`src/rtl/request_unit.sv`:
```
// request_unit
//   Sequences the memory accesses of a single-cycle datapath on behalf of the
//   decoder. It fetches an instruction, then performs the data access the
//   instruction asks for, if any. It strobes pc_en once for each completed
//   instruction and latches HALT.
//
//   Optional feature macro: REQ_PERF_EN. When defined, it enables the
//   instr_cnt/stall_cnt performance counters. When undefined, both ports are
//   tied to zero and no counter flops exist.
//
//   Parameters
//     TIMEOUT   max wait cycles for ihit/dhit before a fault; 0 removes the watchdog
//   Ports
//     CLK, RST              clock; synchronous active-high reset
//     ihit, dhit            instruction / data memory completion
//     cu_dREN, cu_dWEN      decoder load / store request
//     cu_halt               decoder HALT
//     imemREN               instruction read request (registered-state decode)
//     dmemREN, dmemWEN      data read / write request (registered-state decode)
//     pc_en                 PC advance strobe, combinational on the hit cycle
//     halt, timeout         sticky halted / watchdog fault
//     instr_cnt, stall_cnt  retired instructions / memory wait cycles
//
//   state  | meaning
//   IDLE   | one cycle after reset, all outputs low
//   FETCH  | imemREN high, waiting for ihit
//   DATA   | latched load or store in flight, waiting for dhit
//   HALTED | halt high, only RST leaves
module request_unit #(
  parameter int TIMEOUT = 256
) (
  input  logic        CLK,
  input  logic        RST,
  input  logic        ihit,
  input  logic        dhit,
  input  logic        cu_dREN,
  input  logic        cu_dWEN,
  input  logic        cu_halt,
  output logic        imemREN,
  output logic        dmemREN,
  output logic        dmemWEN,
  output logic        pc_en,
  output logic        halt,
  output logic        timeout,
  output logic [31:0] instr_cnt,
  output logic [31:0] stall_cnt
);

  typedef enum logic [1:0] {IDLE, FETCH, DATA, HALTED} state_t;

  state_t state_q, state_d;
  logic   load_q, load_d;
  logic   store_q, store_d;
  logic   halt_q, halt_d;
  logic   timeout_q, timeout_d;
  logic   waiting;
  logic   wd_fault;

  // A cycle spent in FETCH or DATA without the hit that state is waiting for.
  assign waiting = ((state_q == FETCH) && !ihit) || ((state_q == DATA) && !dhit);

  generate
    if (TIMEOUT > 0) begin : g_wd
      localparam int WW = $clog2(TIMEOUT + 1);
      localparam logic [WW-1:0] LIMIT = WW'(TIMEOUT - 1);

      logic [WW-1:0] wait_q, wait_d;

      // The state only changes on an accepted hit or on a fault, so both
      // clear conditions collapse into "not waiting, or faulting now".
      always_comb begin
        wait_d = '0;
        if (waiting && (wait_q != LIMIT)) wait_d = wait_q + WW'(1);
      end

      always_ff @(posedge CLK) begin
        if (RST) wait_q <= '0;
        else     wait_q <= wait_d;
      end

      // Fires on the TIMEOUT-th consecutive wait cycle.
      assign wd_fault = waiting && (wait_q == LIMIT);
    end else begin : g_no_wd
      assign wd_fault = 1'b0;
    end
  endgenerate

  always_comb begin
    state_d   = state_q;
    load_d    = load_q;
    store_d   = store_q;
    halt_d    = halt_q;
    timeout_d = timeout_q;
    pc_en     = 1'b0;
    case (state_q)
      IDLE: state_d = FETCH;
      FETCH: begin
        if (ihit) begin
          if (cu_halt) begin
            state_d = HALTED;
          end else if (cu_dWEN || cu_dREN) begin
            state_d = DATA;
            store_d = cu_dWEN;
            load_d  = cu_dREN && !cu_dWEN;
          end else begin
            pc_en = 1'b1;
          end
        end else if (wd_fault) begin
          state_d   = HALTED;
          timeout_d = 1'b1;
        end
      end
      DATA: begin
        if (dhit) begin
          pc_en   = 1'b1;
          state_d = FETCH;
        end else if (wd_fault) begin
          state_d   = HALTED;
          timeout_d = 1'b1;
        end
      end
      HALTED: state_d = HALTED;
      default: state_d = IDLE;
    endcase
    if (state_d == HALTED) halt_d = 1'b1;
  end

  always_ff @(posedge CLK) begin
    if (RST) begin
      state_q   <= IDLE;
      load_q    <= 1'b0;
      store_q   <= 1'b0;
      halt_q    <= 1'b0;
      timeout_q <= 1'b0;
    end else begin
      state_q   <= state_d;
      load_q    <= load_d;
      store_q   <= store_d;
      halt_q    <= halt_d;
      timeout_q <= timeout_d;
    end
  end

  assign imemREN = (state_q == FETCH);
  assign dmemREN = (state_q == DATA) && load_q;
  assign dmemWEN = (state_q == DATA) && store_q;
  assign halt    = halt_q;
  assign timeout = timeout_q;

`ifdef REQ_PERF_EN
  logic [31:0] instr_cnt_q, instr_cnt_d;
  logic [31:0] stall_cnt_q, stall_cnt_d;

  // pc_en and waiting are both low in HALTED, which keeps the counters frozen there.
  always_comb begin
    instr_cnt_d = instr_cnt_q;
    stall_cnt_d = stall_cnt_q;
    if (pc_en && (instr_cnt_q != 32'hFFFF_FFFF))   instr_cnt_d = instr_cnt_q + 32'd1;
    if (waiting && (stall_cnt_q != 32'hFFFF_FFFF)) stall_cnt_d = stall_cnt_q + 32'd1;
  end

  always_ff @(posedge CLK) begin
    if (RST) begin
      instr_cnt_q <= 32'd0;
      stall_cnt_q <= 32'd0;
    end else begin
      instr_cnt_q <= instr_cnt_d;
      stall_cnt_q <= stall_cnt_d;
    end
  end

  assign instr_cnt = instr_cnt_q;
  assign stall_cnt = stall_cnt_q;
`else
  assign instr_cnt = 32'h0;
  assign stall_cnt = 32'h0;
`endif

endmodule

```
`config.mk`:
```
export PLATFORM = sky130hd
export DESIGN_NAME = request_unit
export DESIGN_NICKNAME = d
export VERILOG_FILES = /design/src/rtl/request_unit.sv
export SDC_FILE = /design/constraint.sdc
export NUM_CORES = 1
export LEC_CHECK = 0
export CAP_MARGIN = 0
export CORE_UTILIZATION = 35
export DETAILED_ROUTE_END_ITERATION = 8
export DONT_BUFFER_PORTS = 1
export GPL_ROUTABILITY_DRIVEN = 0
export PLACE_DENSITY = 0.56
export SLEW_MARGIN = 20
export SYNTH_ARGS = -nofsm -noshare
export SYNTH_HDL_FRONTEND = slang
export SYNTH_SLANG_ARGS = --single-unit
```
`constraint.sdc`:
```
create_clock -name CLK -period 2.4 [get_ports CLK]
set_input_delay 0.6 -clock CLK [delete_from_list [all_inputs] [get_ports CLK]]
set_output_delay 0.6 -clock CLK [all_outputs]
set_load 0.01 [all_outputs]
```
**Yosys cells after proc, flatten, opt, wreduce, memory -nomap -nowiden**

Index checks and enable logic that the tools add are counted.

- Word-level logic and storage cells: 49
- Output and inout port bits: 70
- Flip-flop bits (word level): 15

- Mux-type cells: 15
- Eq/ne operators: 8
- Reductions and logical operators: 17
- Bitwise gates (word level): 2
- Add/sub/neg operators: 1

Operators with widths:

| kind | number |
|---|---|
| $mux W2 | 5 |
| $add A9 B1 Y9 const B | 1 |
| $eq A9 B8 Y1 const B | 1 |
| $ne A9 B8 Y1 const B | 1 |
| $pmux W2 S4 | 1 |
| $logic_and A1 B1 Y1 | 7 |
| $mux W1 | 7 |
| $eq A2 B2 Y1 const B | 3 |
| $ne A2 B2 Y1 const B | 2 |
| $pmux W1 S2 | 2 |
| $reduce_and A4 Y1 | 1 |
| $logic_not A1 Y1 | 3 |
| $reduce_and A3 Y1 | 1 |
| $eq A2 B1 Y1 const B | 1 |
| $logic_not A2 Y1 | 1 |
| $logic_or A1 B1 Y1 | 2 |
| $not A1 Y1 | 2 |
| $reduce_bool A2 Y1 | 1 |
| $reduce_or A2 Y1 | 1 |

**Longest topological paths before layout**

Gate-level depths: netlist of run 1.

- Depth in word-level cells: 8
- Gate-level depth with buffers: 8

**Least setup slack after synthesis of run 1**

OpenSTA, ideal clock, no wires.

- Kind: input-to-output
- Start point: input port cu_halt
- End point: output port pc_en
- Path buffers: 1
- Stages on the path: 4
- Required time: 1800 ps
- Slack: 510 ps
- Arrival: 1290 ps
- Cell sequence: and2b_1 buf_2 nand3_1 a21boi_0

- Longest elaborated chain between the ends: 3

RTL lines:

| item | RTL line | text |
|---|---|---|
| from (decl) | 38 | `input logic cu_halt,` |
| $mux W1 | 99 | `if (cu_halt) begin` |
| $mux W1 | 98 | `if (ihit) begin` |
| $pmux W1 S2 | 95 | `case (state_q)` |
| to (decl) | 42 | `output logic pc_en,` |

Every way passes these cells.

**Final worst setup path of run 1**

- Start point: register state_q[1]
- End point: output port pc_en

- Longest elaborated chain between the ends: 2
- Elaborated cells between the ends (all ways): 3
- Classes of those cells: eq/ne: 2; mux: 1

RTL lines:

| item | RTL line | text |
|---|---|---|
| from (decl) | 51 | `state_t state_q, state_d;` |
| from (signal assigned) | 136 | `state_q <= state_d;` |
| $eq A2 B1 Y1 | n/a |  |
| via imemREN | 39 | `output logic imemREN,` |
| $pmux W1 S2 | 95 |  |

The timed path passes the listed nets, and every way through them passes these cells.

==> load_flow_metrics.sql, run 1 <==
INSERT INTO impl_metrics (metric_group, metric, value, unit) VALUES
('setup_path', 'rr_worst_depth', '8', ''),
('timing', 'max_freq', '0.451', 'GHz'),
('timing', 'final.period_utilization', '92.4', '%'),
('timing', 'finalHoldViolCount', '0', ''),
('routing', 'detail_route.first_pass.iterations', '4', ''),
('cells_and_area', 'final_layout_size_suffix_gt1_share', '5.73', '%'),
('setup_path', 'timing_worst_setup_path_type', 'register to primary output', ''),
('synthesis', 'synth_enable_flop_cells', '0', ''),
('global_route', 'number_of_global_route_vias_before_repair', '574', ''),
('synthesis', 'area_fraction_of_the_dominant_cell_type_after_synthesis', '38.1', '%'),
('global_route', 'grt_first_pass_wirelength', '2.45', 'mm'),
('setup_path', 'worstReg2RegStart', 'g_wd.wait_q[0]', ''),
('setup_path', 'cp_data_required_time', '1.80', 'ns'),
('routing', 'wire_per_inst', '7.76', 'um'),
('global_route', 'overflow_after_grt', '0', ''),
('setup_path', 'worst-r2r-setup-slack', '0.43', 'ns'),
('placed_design', 'place.detailed.hpwl', '1.23', 'mm'),
('cells_and_area', 'layout.core_utilization', '32.0', '%'),
('synthesis', 'synth_compound_area_share', '11.7', '%'),
('die', 'dieWidth', '62.1', 'um'),
('cells_and_area', 'filler_cells_inserted', '391', ''),
('routing', 'wirelength', '1.58', 'mm'),
('synthesis', 'synth_top_flop_cell', 'dfxtp_1', ''),
('die', 'boundaryPins', '77', ''),
('synthesis', 'synth-seq-cells', '15', ''),
('timing', 'grt_setup_unrepaired', 'false', ''),
('placed_design', 'io_buffers', '0', ''),
('status', 'outcome', 'finished clean', ''),
('timing', 'skew', '0.00704', 'ns'),
('cts', 'cts_inserted_buffers', '3', ''),
('cells_and_area', 'layout.cells.non_filler', '203', ''),
('routing', 'drt_drc_violations_left', '0', ''),
('cts', 'clk_pin_slew_worst_paths', '0.10', 'ns'),
('power', 'ir_drop', '0.195', 'mV'),
('cts', 'numClockSinks', '15', ''),
('synthesis', 'yosysWarnings', '0', ''),
('cells_and_area', 'design.final.nets', '171', ''),
('routing', 'vias_per_cell', '3.74', ''),
('global_route', 'grt_antenna_before_repair', '0', ''),
('synthesis', 'netlist_top_cells_count', 'buf_4 (64), dfxtp_1 (15), nor2_1 (15), inv_1 (9), ha_1 (6)', ''),
('worst_hold_path', 'timing.hold.worst_path_depth', '1', ''),
('timing', 'postLayoutSetupSlackWorst', '0.182', 'ns'),
('synthesis', 'library_cell_with_the_highest_instance_count_after_synthesis', 'buf_4', ''),
('cells_and_area', 'layout-area-overhead-vs-synth', '-14.1', '%'),
('cts', 'post_cts.resized_instances', '0', ''),
('worst_hold_path', 'min-delay-start', 'RST', ''),
('setup_path', 'cp.arrival', '1.62', 'ns'),
('global_route', 'grt.total_usage', '8.82', '%'),
('synthesis', 'synthAdderAreaFrac', '5.95', '%'),
('power', 'power.density', '459', 'mW/mm^2'),
('setup_path', 'critPathCaptureType', 'primary output', ''),
('routing', 'first_iter_violations', '16', ''),
('routing', 'detail-route-antenna-nets', '0', ''),
('cts', 'clock_latency', '0.29', 'ns'),
('synthesis', 'synth_mux_area_share', '0', '%'),
('die', 'die-area', '0.00385', 'sq mm'),
('cts', 'holdBufCountCts', '0', ''),
('synthesis', 'synthesized_area', '0.00126', 'sq mm'),
('die', 'initial_core_util', '37.2', '%'),
('routing', 'routed-via-count', '759', ''),
('synthesis', 'netlist_cell_types', '32', ''),
('cts', 'cts_setup_buffers', '0', ''),
('worst_hold_path', 'holdPathEnd', 'timeout', ''),
('die', 'core', '0.00339', 'sq mm'),
('timing', 'period_needed', '2.22', 'ns'),
('timing', 'timing.final.setup_violations', '0', ''),
('cts', 'clockBufferDepth', '2', ''),
('setup_path', 'cp_max_fo', '11', ''),
('flow_run', 'cap_viol_max_count', '0', ''),
('cts', 'htreeDepth', '1', ''),
('setup_path', 'slowest_stage_cell_on_the_critical_path', 'ha_1', '');
layout by cell type, fill, tap and decap left out:
| cell type | n |
|---|---|
| a21boi_0 | 1 |
| a21o_1 | 1 |
| a21oi_1 | 3 |
| a21oi_2 | 2 |
| a311oi_1 | 1 |
| a31oi_1 | 2 |
| a32oi_1 | 1 |
| and2_1 | 2 |
| and2b_1 | 1 |
| clkbuf_4 | 3 |
| clkinv_2 | 1 |
| conb_1 | 64 |
| dfxtp_1 | 15 |
| ha_1 | 6 |
| inv_1 | 9 |
| nand2_1 | 4 |
| nand3_1 | 5 |
| nand4_1 | 1 |
| nor2_1 | 15 |
| nor2b_1 | 2 |
| nor3_1 | 1 |
| o2111ai_1 | 1 |
| o21ai_0 | 3 |
| o21ai_2 | 1 |
| o221ai_2 | 1 |
| o31ai_1 | 3 |
| or2_2 | 1 |
| or3_1 | 2 |
| or3b_1 | 1 |
| xnor2_1 | 3 |
| xor2_1 | 1 |
area by class of cell:
type / instances / area, sq um / area share, %
clock buffer: 3 / 22.5 / 2.08
clock inverter: 1 / 5.00 / 0.461
inverter: 9 / 33.8 / 3.11
multi-input combinational: 129 / 666 / 61.4
sequential: 15 / 300 / 27.7
tap: 46 / 57.6 / 5.31
layer usage:
layer | vias to the layer above | global-route usage (%) | routed length [um]
met1 | 331 | 10.5 | 709
li1 | 379 | - | -
met2 | 47 | 13.8 | 702
met5 | - | 0 | 0
met3 | 2 | 3.11 | 153
met4 | 0 | 4.76 | 10
how the worst max path moves through the flow:
stage | from | end | slack, ns | depth (start not counted)
6_report | state_q[1] | pc_en | 0.18 | 4
5_1_grt | state_q[1] | pc_en | 0.01 | 4
4_1_cts | state_q[1] | pc_en | 0.16 | 4
3_5_place_dp | cu_halt | pc_en | 0.44 | 3
3_3_place_gp | cu_halt | pc_en | 0.45 | 3
2_1_floorplan | cu_halt | pc_en | 0.51 | 4
kinds of logic after synthesis:
kind of cell,after synthesis
adders and majority gates,6
other,1
buffers and inverters,75
DFF,15
and+or+nand+nor,35
AOI/OAI and AO/OA,20
xor gates and xnor gates,4
registers in the layout, indices dropped and copies added, names as in the netlist:
signal / cells
g_wd.wait_q: 9
halt: 1
load_q: 1
state_q: 2
store_q: 1
timeout: 1
stage by stage:
stage | total power [mW] | cell area (sq um)
2_1_floorplan | 0.428 | 1500
3_3_place_gp | 0.354 | 1060
3_5_place_dp | 0.353 | 1060
4_1_cts | 0.502 | 1080
5_1_grt | 0.537 | 1080
6_report | 0.497 | 1080
where the power goes:
group	internal [mW]	leakage (nW)	switching [mW]	total (mW)
Sequential	0.254	0.121	0.00585	0.260
Clock	0.0619	0.0177	0.0863	0.148
Combinational	0.0167	0.364	0.0724	0.0892
critical path: cells and delay by family (launching register included):
family          cells  cell delay, ns
buf+inv             1            0.11
flops               1            0.36
simple gates        1            0.11
compound gates      1            0.35
fa+ha+maj           1            0.41
(Power assumes the default switching activity.)
==> inputs of run 2 (changes only) <==
--- a/config.mk
+++ b/config.mk
@@ -7,9 +7,11 @@
 export LEC_CHECK = 0
 export CAP_MARGIN = 0
 export CORE_UTILIZATION = 35
+export CTS_CLUSTER_DIAMETER = 50
 export DETAILED_ROUTE_END_ITERATION = 8
 export DONT_BUFFER_PORTS = 1
 export GPL_ROUTABILITY_DRIVEN = 0
+export GPL_TIMING_DRIVEN = 1
 export PLACE_DENSITY = 0.56
 export SLEW_MARGIN = 20
 export SYNTH_ARGS = -nofsm -noshare
==> constraint.sdc (replaced) <==
create_clock -name CLK -period 2.4 [get_ports CLK]
set_input_delay 0.6 -clock CLK [delete_from_list [all_inputs] [get_ports CLK]]
set_output_delay 0.6 -clock CLK [all_outputs]
set_load 0.005 [all_outputs]
==> run 2 against run 1 <==
Utilization unchanged; design area unchanged; sequential power about the same; combinational power down 25%; clock skew down 0.0046 ns.
==> load_flow_metrics.sql, run 2 (same netlist as run 1, synthesis figures left out) <==
INSERT INTO impl_metrics (metric_group, metric, value, unit) VALUES
('status', 'outcome', 'finished clean', ''),
('cells_and_area', 'top_register', 'g_wd.wait_q', ''),
('timing', 'period_needed', '2.10', 'ns'),
('power', 'net-switching-power', '0.139', 'mW'),
('timing', 'finalHoldViolCount', '0', ''),
('global_route', 'gr-usage-met2', '12.9', '%'),
('cells_and_area', 'largest_reg_flops', '9', ''),
('routing', 'vias_per_cell', '3.79', ''),
('setup_path', 'worst-r2r-setup-slack', '0.51', 'ns'),
('setup_path', 'cp_max_fo', '11', ''),
('cells_and_area', 'final_common_cell', 'conb_1', ''),
('cells_and_area', 'most-common-layout-cells', 'conb_1 (64), nor2_1 (15), dfxtp_1 (15), inv_1 (9), ha_1 (6)', ''),
('setup_path', 'timing.critical_path.from_type', 'register', ''),
('routing', 'wirelength', '1.57', 'mm'),
('cells_and_area', 'layout_top_registers', 'g_wd.wait_q (9), state_q (2)', ''),
('cells_and_area', 'design.final.nets', '171', ''),
('timing', 'max_freq', '0.476', 'GHz'),
('placed_design', 'placed_cells', '199', ''),
('cells_and_area', 'layout.cells.non_filler', '203', ''),
('cts', 'post_cts.resized_instances', '0', ''),
('timing', 'final.period_utilization', '87.6', '%'),
('worst_hold_path', 'min-delay-start', 'RST', ''),
('power', 'seq_power_share', '55.2', '%'),
('setup_path', 'timing_worst_setup_path_type', 'register to primary output', ''),
('cts', 'htreeDepth', '1', ''),
('cts', 'cts_inserted_buffers', '3', ''),
('cts', 'clk_pin_slew_worst_paths', '0.09', 'ns'),
('cts', 'cts_setup_buffers', '0', ''),
('timing', 'grt_setup_unrepaired', 'false', ''),
('timing', 'timing.final.setup_violations', '0', ''),
('routing', 'drt_drc_violations_left', '0', ''),
('cts', 'cts_tree', 'yes', ''),
('placed_design', 'io_buffers', '0', ''),
('cells_and_area', 'layout-area-overhead-vs-synth', '-14.1', '%'),
('setup_path', 'critPathCaptureType', 'primary output', ''),
('die', 'die-area', '0.00385', 'sq mm'),
('die', 'core', '0.00339', 'sq mm'),
('cells_and_area', 'final_layout_size_suffix_gt1_share', '5.73', '%'),
('global_route', 'gr-usage-met1', '11.3', '%'),
('global_route', 'grt.total_usage', '8.73', '%'),
('global_route', 'grt_first_pass_wirelength', '2.45', 'mm'),
('die', 'initial_core_util', '37.2', '%'),
('routing', 'wire_per_inst', '7.74', 'um'),
('timing', 'fin_worst_hold_slack', '0.366', 'ns'),
('global_route', 'grt_max_degree', '12', ''),
('cts', 'clockBufferDepth', '2', ''),
('die', 'die_height', '62.1', 'um'),
('routing', 'detail-route-antenna-nets', '0', ''),
('cts', 'clock_latency', '0.28', 'ns'),
('die', 'floorplan.rows', '21', ''),
('die', 'dieWidth', '62.1', 'um'),
('placed_design', 'place.detailed.hpwl', '1.24', 'mm'),
('global_route', 'global_route.usage.met3', '2.69', '%'),
('setup_path', 'cp_data_required_time', '1.80', 'ns'),
('global_route', 'number_of_global_route_vias_before_repair', '565', ''),
('cts', 'cts-root-buf', 'clkbuf_4', ''),
('flow_run', 'cap_viol_max_count', '0', ''),
('global_route', 'layer_carrying_the_most_global_route_usage', 'met2', ''),
('routing', 'routed-via-count', '769', ''),
('timing', 'timing.setup.tns', '0', 'ns'),
('global_route', 'grt_antenna_before_repair', '0', ''),
('worst_hold_path', 'hp-class', 'input pin to register', ''),
('setup_path', 'rr_endpoint', 'halt', ''),
('power', 'power_report.internal_total', '0.333', 'mW'),
('placed_design', 'post_place_cell_area', '0.00106', 'sq mm'),
('worst_hold_path', 'holdPathEnd', 'halt', ''),
('global_route', 'overflow_after_grt', '0', ''),
('power', 'p_leak', '0.503', 'nW'),
('cts', 'numClockSinks', '15', ''),
('die', 'boundaryPins', '77', ''),
('worst_hold_path', 'timing.hold.worst_path_depth', '1', ''),
('cells_and_area', 'multiInputGateArea', '666', 'sq um'),
('power', 'power.density', '435', 'mW/mm^2'),
('power', 'ir_drop', '0.176', 'mV'),
('cells_and_area', 'regArea', '300', 'sq um'),
('power', 'share_clk_of_total_power', '30.7', '%'),
('setup_path', 'cp.arrival', '1.50', 'ns'),
('timing', 'final_max_slew_viol_count', '0', ''),
('power', 'comb_power_share', '14.1', '%'),
('setup_path', 'rr_worst_depth', '8', ''),
('cells_and_area', 'filler_cells_inserted', '367', ''),
('cells_and_area', 'postLayoutCellArea', '0.00108', 'sq mm'),
('routing', 'first_iter_violations', '6', ''),
('cts', 'holdBufCountCts', '0', ''),
('setup_path', 'worstReg2RegStart', 'g_wd.wait_q[0]', ''),
('timing', 'skew', '0.00249', 'ns'),
('routing', 'detail_route.first_pass.iterations', '5', ''),
('cells_and_area', 'antenna_cells_inserted', '0', ''),
('power', 'power_switching_share', '29.4', '%');
run 2: worst max path at each step:
| stage | depth (start not counted) | slack (ns) | to | startpoint |
|---|---|---|---|---|
| after floorplan | 4 | 0.62 | pc_en | cu_halt |
| after global placement | 3 | 0.55 | pc_en | cu_halt |
| after detailed placement | 8 | 0.53 | halt | g_wd.wait_q[0] |
| after CTS | 3 | 0.29 | pc_en | state_q[0] |
| after global routing | 4 | 0.16 | pc_en | state_q[1] |
| final | 3 | 0.30 | pc_en | state_q[0] |
run 2: worst max-delay path: stages (launching register included):
cell      delay, ns
dfxtp_1        0.44
ha_1           0.42
nand3_1        0.10
a21boi_0       0.25
run 2: cell type report:
cell class	count	area share (%)
clock buffers	3	2.08
clock inverters	1	0.461
inverters	9	3.11
multi-input cells	129	61.4
flip-flops and latches	15	27.7
well taps	46	5.31
run 2: through the flow:
stage	setup slack [ns]	util [%]	power, mW
final	0.298	32.0	0.471
after global routing	0.164	32.0	0.513
after CTS	0.285	32.0	0.476
after detailed placement	0.526	31.2	0.331
after global placement	0.545	31.2	0.331
after floorplan	0.616	-	0.403
run 2: power by group through the flow:
stage	Sequential (mW)	Clock (mW)	Combinational [mW]
floorplan	0.264	0	0.139
global placement	0.266	0	0.0649
detailed placement	0.266	0	0.0644
CTS	0.260	0.151	0.0648
global route	0.261	0.168	0.0836
finish	0.260	0.145	0.0665
run 2: routing by layer:
| metal | routed length [um] | vias up | part of all wire, % |
|---|---|---|---|
| li1 | - | 382 | - |
| met5 | 0 | - | 0 |
| met3 | 149 | 2 | 9.5 |
| met2 | 693 | 49 | 44 |
| met4 | 15 | 0 | 0.95 |
| met1 | 712 | 336 | 45 |
==> inputs of run 3 (changes only) <==
--- a/config.mk
+++ b/config.mk
@@ -5,7 +5,6 @@
 export SDC_FILE = /design/constraint.sdc
 export NUM_CORES = 1
 export LEC_CHECK = 0
-export CAP_MARGIN = 0
 export CORE_UTILIZATION = 35
 export CTS_CLUSTER_DIAMETER = 50
 export DETAILED_ROUTE_END_ITERATION = 8
==> results of run 3 <==
Same layout as run 2: the final DEF is identical, and so are final timing and power.
==> variant: new RTL, flow settings as in run 2 <==
Change the parameter `TIMEOUT` from 256 to 512.
--- a/src/rtl/request_unit.sv
+++ b/src/rtl/request_unit.sv
@@ -27,7 +27,7 @@
 //   DATA   | latched load or store in flight, waiting for dhit
 //   HALTED | halt high, only RST leaves
 module request_unit #(
-  parameter int TIMEOUT = 256
+  parameter int TIMEOUT = 512
 ) (
   input  logic        CLK,
   input  logic        RST,
Behaviour: same outputs for any inputs over 10 cycles, from zero or initial values and one cycle with RST high; that may be too few to reach the edited logic, so the function may still have changed.
==> variant against run 2 <==
Worst setup slack got worse by 100 ps; count of clock-buffer cells in the layout up 1; cell count rose by 3.9%; synthesized area is 6.5% higher; die area increased by 6.3%; routed wire length is 16% higher; sequential cell count grew 1; clock power rose by 62%; power increased by 27%; design area is 11% higher; critical path type unchanged; largest cell class unchanged.
==> variant: results (changes against run 2) <==
- Port Buffers: 0 (unchanged)
- Max Used Layer: met4
- Final net count: 176 (+2.9%)
- Clock skew: 3.82 ps (+1.33 ps)
- Met1 usage: 0.101 (-0.0116)
- Met3 Use GR: 0.0500 (+0.0231)
- Length of the first detailed-routing pass in iterations: 4 (-1)
- Largest net degree at the start of global routing: 10 (-2)
- Leakage power: 0.510 nW (+1.2%)
- Met3 WL: 148 um (-0.67%)
- Clock-pin slew on the worst setup and hold paths: 60 ps (-30 ps)
- Root Driver: clkbuf_8
- Worst vdd rail ir drop: 0.000276 V (+57%)
- Clock Latency Late Sink: 250 ps (-30 ps)
- HPWL Detailed: 1480 um (+20%)
- GRT met2 Usage: 0.146 (+0.0171)
- Fin. max-slew vios: 0 (unchanged)
- Layout cells sized above 1: 0.110 (+0.0531)
- Die Footprint: 0.00409 mm2 (+6.3%)
- Outcome: finished clean
- Vias: 804 (+4.6%)
- Area share of fa/ha/maj cells after synthesis: 0.0465 (-0.0130)
- Gr usage total: 0.0915 (+0.00421)
- Compound-cell area share of the yosys netlist: 0.0716 (-0.0453)
- Wire length of the first global-routing pass: 2860 um (+17%)
- Routed WL: 1820 um (+16%)
- Biggest regs: g_wd.wait_q x10, state_q x2
- Commonest cells post-synth: 64 x buf_4, 16 x dfxtp_1, 8 x nor2_2
- Drt initial violations: 33 (+27)
- Number of H-tree levels: 1 (unchanged)
- Post-Synth XOR/XNOR Area: 0.0521 (+0.0243)
- Register area share after synthesis: 0.238 (+0.000280)
- Unique cell type count in the Yosys netlist: 35 (+9.4%)
- Met1 WL: 774 um (+8.7%)
- Metal2 WL: 888 um (+28%)
- CP arrival: 1600 ps (+100 ps)
- Post-synth EDFFs: 0 (unchanged)
- Num CTS Buffers: 3 (unchanged)
- Filler cell count: 409 (+11%)
- Ranking of synthesized cells by area: buf_4 36%, dfxtp_1 24%, ha_1 4.7%
- Vias in the first global route: 651 (+15%)
- Worst-path fanout max: 8 (-3)
- # diodes: 0 (unchanged)
-- variant: changes by cell type in the layout (fill, tap and decap cells not counted), moves of 3 or more --
cell	change
nor2_1	-8
nor2_2	+8
clkbuf_8	+4
nor3_1	+4
clkbuf_4	-3
o31ai_1	-3
xor2_1	+3
-- variant: through the flow --
stage / cells / cell area [um2] / hold WS (ps) / utilization / worst slack (ps)
2_1_floorplan: 225 / 1580 / 435 / - / 644
6_report: 211 / 1200 / 412 / 0.328 / 198
3_3_place_gp: 207 / 1150 / 455 / 0.313 / 510
3_5_place_dp: 207 / 1150 / 461 / 0.313 / 468
4_1_cts: 211 / 1200 / 404 / 0.328 / 188
5_1_grt: 211 / 1200 / 396 / 0.328 / 52.8
-- variant: kinds of logic (layout without fill, tap and decap cells) --
group / after synthesis / count (layout)
other cells: 1 / 64
flops: 16 / 16
simple gates: 46 / 46
buf+inv: 73 / 11
fa+ha+maj: 5 / 5
xor+xnor: 8 / 8
compound gates: 13 / 13
-- variant: layout make-up --
cell class,instances,area share
multi-input cells,136,0.616
well taps,48,0.0500
inverters,7,0.0219
flip-flops and latches,16,0.267
clock buffers,4,0.0458
-- variant: final timing paths --
path,startpoint,end,slack [ps],cells after the start
worst max register to register,state_q[1],g_wd.wait_q[3],530,6
worst max-delay path,state_q[1],pc_en,200,5
worst min-delay path,RST,timeout,410,1
worst min register to register,g_wd.wait_q[0],g_wd.wait_q[0],470,1
-- variant: where the power goes --
group          leakage [nW]  switching, mW  internal, mW
clock network        0.0288         0.0900         0.145
registers             0.129        0.00620         0.272
logic                 0.351         0.0580        0.0263
-- variant: critical path, stage by stage, from the launching register on --
cell and delay [ps]:
dfxtp_1 340, inv_1 80, ha_1 340, and3b_2 280, nand2_1 50, a21boi_0 260
